[config.mk]
export PLATFORM = sky130hd
export DESIGN_NAME = tff_bank_arbiter
export DESIGN_NICKNAME = d
export VERILOG_FILES = /design/src/rtl/tff_bank_arbiter.sv
export SDC_FILE = /design/constraint.sdc
export NUM_CORES = 1
export LEC_CHECK = 0
export ABC_CLOCK_PERIOD_IN_PS = 2900
export BUFFER_PORTS_ARGS = -buffer_cell sky130_fd_sc_hd__buf_4
export CAP_MARGIN = 15
export CORE_AREA = 5 5 75 77
export CTS_BUF_LIST = sky130_fd_sc_hd__clkbuf_4
export CTS_CLUSTER_DIAMETER = 30
export DETAILED_ROUTE_END_ITERATION = 7
export DIE_AREA = 0 0 80 82
export MAX_ROUTING_LAYER = met4
export PLACE_DENSITY = 0.66
export REMOVE_ABC_BUFFERS = 1
export SYNTH_ARGS = -nofsm -noshare
export SYNTH_HDL_FRONTEND = slang
export SYNTH_SLANG_ARGS = --single-unit
[constraint.sdc]
create_clock -name clk -period 2.9 [get_ports clk]
set_input_delay 0.145 -clock clk [delete_from_list [all_inputs] [get_ports clk]]
set_output_delay 0.145 -clock clk [all_outputs]
set_load 0.02 [all_outputs]
[src/rtl/tff_bank_arbiter.sv]
`default_nettype none
// ============================================================================
// Module      : tff_bank_arbiter
// Description : Round-robin arbiter that shares one WIDTH-bit toggle bank
//               (q <= q ^ mask) among NREQ requesters. One op per grant,
//               with a one-cycle ack, a registered commit and a recover slot.
// Revision    : 1.0 - initial release
// ============================================================================
module tff_bank_arbiter #(
  parameter int NREQ  = 4,
  parameter int WIDTH = 8
) (
  input  logic                  clk,
  input  logic                  rst,
  input  logic [NREQ-1:0]       req,
  input  logic [NREQ*WIDTH-1:0] mask,
  input  logic                  clr,
  output logic [NREQ-1:0]       ack,
  output logic [WIDTH-1:0]      q,
  output logic                  busy,
  output logic [15:0]           ops
);

  localparam int PW = (NREQ > 1) ? $clog2(NREQ) : 1;

  localparam logic [1:0] S_IDLE    = 2'd0;
  localparam logic [1:0] S_APPLY   = 2'd1;
  localparam logic [1:0] S_RECOVER = 2'd2;

  logic [1:0]       state_q, state_d;
  logic [PW-1:0]    ptr_q, ptr_d;
  logic [PW-1:0]    win_q, win_d;
  logic [WIDTH-1:0] mask_l_q, mask_l_d;
  logic [NREQ-1:0]  ack_q, ack_d;
  logic [WIDTH-1:0] bank_q, bank_d;
  logic [15:0]      ops_q, ops_d;

  logic             found;
  logic [PW-1:0]    pick;
  logic [PW:0]      idx;
  logic [WIDTH-1:0] sel_mask;
  logic [NREQ-1:0]  gnt;
  logic [PW-1:0]    ptr_next;

  // Round-robin search: first requester at or after ptr, wrapping at NREQ.
  // idx has one spare bit so ptr+k never overflows before the wrap.
  always_comb begin
    found = 1'b0;
    pick  = '0;
    idx   = '0;
    for (int k = 0; k < NREQ; k++) begin
      idx = {1'b0, ptr_q} + (PW+1)'(k);
      if (idx >= (PW+1)'(NREQ)) begin
        idx = idx - (PW+1)'(NREQ);
      end
      if (!found && req[idx[PW-1:0]]) begin
        found = 1'b1;
        pick  = idx[PW-1:0];
      end
    end
  end

  // Decode the winner into its mask slice and a one-hot grant vector.
  always_comb begin
    sel_mask = '0;
    gnt      = '0;
    for (int i = 0; i < NREQ; i++) begin
      if (pick == PW'(i)) begin
        sel_mask = mask[i*WIDTH +: WIDTH];
        gnt[i]   = found;
      end
    end
  end

  // Requester just served drops to lowest priority on the next search.
  always_comb begin
    if (win_q == PW'(NREQ-1)) begin
      ptr_next = '0;
    end else begin
      ptr_next = win_q + PW'(1);
    end
  end

  // Operation sequencing; clr forces the bank to zero in every state and
  // wins over the commit, but never disturbs the handshake or counters.
  always_comb begin
    state_d  = state_q;
    ptr_d    = ptr_q;
    win_d    = win_q;
    mask_l_d = mask_l_q;
    ack_d    = ack_q;
    ops_d    = ops_q;
    bank_d   = clr ? '0 : bank_q;
    case (state_q)
      S_IDLE: begin
        if (found) begin
          win_d    = pick;
          mask_l_d = sel_mask;
          ack_d    = gnt;
          state_d  = S_APPLY;
        end else begin
          ack_d = '0;
        end
      end
      S_APPLY: begin
        bank_d  = clr ? '0 : (bank_q ^ mask_l_q);
        ops_d   = ops_q + 16'd1;
        ptr_d   = ptr_next;
        ack_d   = '0;
        state_d = S_RECOVER;
      end
      S_RECOVER: begin
        ack_d   = '0;
        state_d = S_IDLE;
      end
      default: begin
        ack_d   = '0;
        state_d = S_IDLE;
      end
    endcase
  end

  // State register; reset discards any in-flight operation.
  always_ff @(posedge clk) begin
    if (rst) begin
      state_q  <= S_IDLE;
      ptr_q    <= '0;
      win_q    <= '0;
      mask_l_q <= '0;
      ack_q    <= '0;
      bank_q   <= '0;
      ops_q    <= '0;
    end else begin
      state_q  <= state_d;
      ptr_q    <= ptr_d;
      win_q    <= win_d;
      mask_l_q <= mask_l_d;
      ack_q    <= ack_d;
      bank_q   <= bank_d;
      ops_q    <= ops_d;
    end
  end

  assign ack  = ack_q;
  assign q    = bank_q;
  assign busy = (state_q != S_IDLE);
  assign ops  = ops_q;

endmodule
`default_nettype wire

* Yosys cells after proc, flatten, opt, wreduce, memory -nomap -nowiden
Cells that the tools add are included.
** Operators by class
- Eq/ne operators :: 6
- $lt $le $gt $ge :: 8
- Bitwise logic cells :: 3
- Multiplexer cells :: 34
- Add/subtract/negate cells :: 9
- Reductions and logical operators :: 12
** Operators with widths (number)
- 8-bit 2-to-1 mux :: 7
- 2-bit 2-to-1 mux :: 10
- 16-bit by 1-bit adder with 16-bit output (second input constant) :: 1
- 2-bit by 3-bit < comparator with 1-bit output (second input constant) :: 4
- 1-bit 2-to-1 mux :: 12
- 3-bit greater-or-equal comparator (second input constant) :: 3
- 1-bit binary-select mux with 2-bit select :: 4
- 2-bit by 1-bit subtractor with 2-bit output (second input constant) :: 4
- 8-bit XOR :: 1
- 2-bit by 2-bit adder with 3-bit output (second input constant) :: 2
- 2-bit equality test (second input constant) :: 3
- 2-bit by 1-bit equality test with 1-bit output (second input constant) :: 2
- 2-bit zero test :: 2
- 2-bit one-hot mux with 2 select lines :: 1
- 2-bit nonzero test :: 2
- 2-bit by 1-bit adder with 3-bit output (second input constant) :: 1
- 2-bit by 3-bit greater-or-equal comparator with 1-bit output (second input constant) :: 1
- 1-bit logical AND :: 3
- 1-bit zero test :: 3
- 3-bit OR reduction :: 1
- 2-bit by 1-bit adder with 2-bit output (second input constant) :: 1
- 2-bit != test (second input constant) :: 1
- 1-bit inverter :: 2
- 2-bit AND reduction :: 1
** Word-level totals
- Word-level logic and storage cells :: 79
- Output and inout port bits :: 29
- Input bits :: 39
- Register bits after elaboration :: 42

* Longest topological paths before layout
- Depth in word-level cells :: 19
- Gate-level depth with buffers :: 7
- Mapped depth without buffers :: 6

* Least setup slack after synthesis
Ideal clock, no wire load.
- Kind :: reg2reg
- From :: register ops_q[3], in the netlist ops[3]
- To :: register ops_q[12], in the netlist ops[12]
- Data arrival time :: 1451 ps
- Setup time :: 71 ps
- Setup slack :: 1379 ps
- Period minus slack after synthesis :: 1521 ps
- Required time :: 2829 ps
- Cell stages (with the launch flop) :: 5
- Cell sequence :: dfxtp_1 > and4_1 > nand4_2 > or3_1 > a21oi_1
** On the way
- Word-level cells in the longest chain between the ends :: 1
** Ends and longest elaborated chain
- from (decl) :: line 36 : logic [15:0] ops_q, ops_d;
- from (signal assigned) :: line 140 : ops_q <= ops_d;
- 16-bit by 1-bit adder with 16-bit output :: line 107 : ops_d = ops_q + 16'd1;
No other way between the ends.
A chain may end at the register's enable or synchronous reset.

* Worst setup path in the final report
- From :: register ptr_q[1]
- To :: register mask_l_q[3]
** On the way
- Word-level cells in the longest chain between the ends :: 19
** Ends and longest elaborated chain
- from (decl) :: line 31 : logic [PW-1:0] ptr_q, ptr_d;
- from (signal assigned) :: line 135 : ptr_q <= ptr_d;
- branches (longest 19 deep; another with 2-bit by 1-bit adder with 3-bit output)
- to (signal assigned) :: line 137 : mask_l_q <= mask_l_d;
- to (decl) :: line 33 : logic [WIDTH-1:0] mask_l_q, mask_l_d;
Parallel ways; which one is timed is not known. The select of a mux whose other input is x is not followed.

==> results.ini <==
[outcome]
status=finished clean

[sta]
setup_tns_ns=0
setup_viol=0
rsz0062_at_grt=false
min_period_over_period_pct=60.8
setup_slack_ns=1.14
fin_skew_ns=0.0125
report.final.slew_viol_count=0
period_needed_ns=1.76
max_freq_mhz=567
maxSlewHeadroom_pct=65.8
worstMarginPinSlew_ns=0.511
hold_viol_final=0

[power]
powerDensity_mw_per_mm2=446
switchingPower_w=0.000307
pwr-share-comb_pct=18.1
power.internal_w=0.000799
total_leakage_power_nw=1.04
finalPower_w=0.00111
sw_frac_of_total_pct=27.8
power_frac_clock_pct=24.9
ir_drop_uv=197
p_seq_share_pct=57.0

[clocking]
clock_path_buffers=2
cts_htree_levels=2
cts.sinks=42
cts_setup_buffers=0
clkLatencyLatePin_ns=0.35
hold_buffers=0
cts_resized=0
cts_buffers=5
tritoncts=yes
clk_pin_slew_ns=0.13
cts-root-buf=clkbuf_4

[placed_design]
gp_congestion=0.755
hpwlAfterDp_um=3230
port-buffer-count=67
pre_cts_slack_ns=1.13

[floorplanning]
row_count=26
die_h_um=82
die_x_um=80
core_mm2=0.00494
fp.dieArea_mm2=0.00656
start_util_pct=38.4
io_pins=68

[grt]
grtUsageTotal_pct=14.2
antenna_found_initial=0
grt_pass1_wl_um=7070
gr-total-overflow=0
grt_pass1_vias=1617
grt_max_degree=25

[setup_path]
cp-start-kind=flop
cp_data_required_time_ns=3.12
crit_type=flop to flop
cp_cell_sequence=mux2i_1, nor2_1, a311oi_2, nand2b_1, o221ai_1
end_kind=flop
crit_arrival_ns=1.99
path_max_fanout=10
slowest_stage=dfxtp_1
critPathMaxStageDelay_ns=0.47

[logic_synthesis]
yosysWarnings=0
yosysTopAreaCell=dfxtp_1
yosysUniqueCellTypes=36
syn_inst=203
avgSynthCellArea_um2=9.35
ys_top_cells_by_area=dfxtp_1 (44%), mux2i_1 (10%), xor2_1 (6.0%)
netlist_area_mm2=0.00190
synth_top_cell_area_share_pct=44.3
ys_seq_elements=42
yosysSeqAreaShare_pct=44.3

[worst_hold_path]
hp-class=input pin to flop

[final_layout]
areaGrowthSynthToFinish_pct=30.7
layout.nets=310
layout_commonest_cell=buf_4
n_fill_cell=528
drive_above_1_share_pct=31.1
num_antenna_cells=0
final_cell_mix=buf_4 (67), dfxtp_1 (42), nand2_1 (29)

[route]
ant_nets=0
firstDrtPassIters=4
num_vias=1621
drtIter0Drc=53
route.detailed.drc=0
wire_per_inst_um=12.4
viasPerCell=4.77
wl_um=4210

[flow_run]
max-cap-violations=0

[area by class of cell]
cell class / count / area (µm²) / area share (%)
Clock buffer: 5 / 37.5 / 1.51
Clock inverter: 3 / 16.3 / 0.656
Inverter: 3 / 11.3 / 0.454
Multi-Input combinational cell: 150 / 983 / 39.7
Sequential cell: 42 / 841 / 33.9
Tap cell: 70 / 87.6 / 3.53
Timing Repair Buffer: 67 / 503 / 20.3
[per-layer routing]
layer / share of wire, % / global-route usage, %
met4: 1.2 / 4.56
met1: 46 / 15.8
met5: 0 / -
met3: 8.2 / 4.61
met2: 44 / 24.1
[power groups by stage]
stage	clock network [W]	logic [W]	registers [W]
4_1_cts	0.000292	0.000203	0.000631
3_3_place_gp	0	0.000201	0.000643
3_5_place_dp	0	0.000202	0.000643
6_report	0.000276	0.000200	0.000630
5_1_grt	0.000316	0.000222	0.000635
2_1_floorplan	0	0.000107	0.000649
[synth_stat cells (all sizes together)]
cell / n
dfxtp: 42
nand2: 29
nor2: 28
mux2i: 19
xor2: 13
a21oi: 11
o221ai: 8
o21ai: 6
buf: 5
or3: 5
xnor2: 5
nor3: 4
clkbuf: 3
inv: 3
nand2b: 3
nand4: 3
ha: 2
nand3: 2
nor4: 2
or2: 2
a311oi: 1
and2: 1
and2b: 1
and3: 1
and4: 1
and4b: 1
nor2b: 1
o2bb2a: 1
[worst max-delay path, delay by kind of cell (launching register included)]
family           cells  cell delay [ns]
AO/OA/AOI/OAI        2             0.51
flip-flops           1             0.47
AND/OR/NAND/NOR      2             0.44
multiplexers         1             0.22
[stage by stage]
stage	cell area [µm²]	instances	hold WS [ns]	util, %
6_report	2480	340	0.104	50.2
5_1_grt	2480	340	0.0740	50.2
4_1_cts	2480	340	0.0884	50.2
3_5_place_dp	2430	332	0.448	49.1
3_3_place_gp	2430	332	0.448	49.1
2_1_floorplan	1840	195	0.214	-
[registers in the layout (all words and copies together), names as in the netlist]
signal / flops
ops: 16
mask_l_q: 8
q: 8
ack: 4
ptr_q: 2
state_q: 2
win_q: 2
[cell families after synthesis]
logic type / synth area share, %
AO/OA/AOI/OAI: 10.4
XOR/XNOR: 8.31
adder cells (fa/ha/maj): 1.32
buffers and inverters: 3.89
flip-flops: 44.3
multiplexers: 10.0
AND/OR/NAND/NOR: 21.8
[final timing paths]
path          startpoint          end  slack (ns)  cells past startpoint
max             ptr_q[1]  mask_l_q[3]        1.14                      5
min             mask[14]  mask_l_q[6]        0.10                      3
max reg2reg     ptr_q[1]  mask_l_q[3]        1.14                      5
min reg2reg  mask_l_q[2]  mask_l_q[2]        0.49                      2
Power figures use the tool's default switching activity.
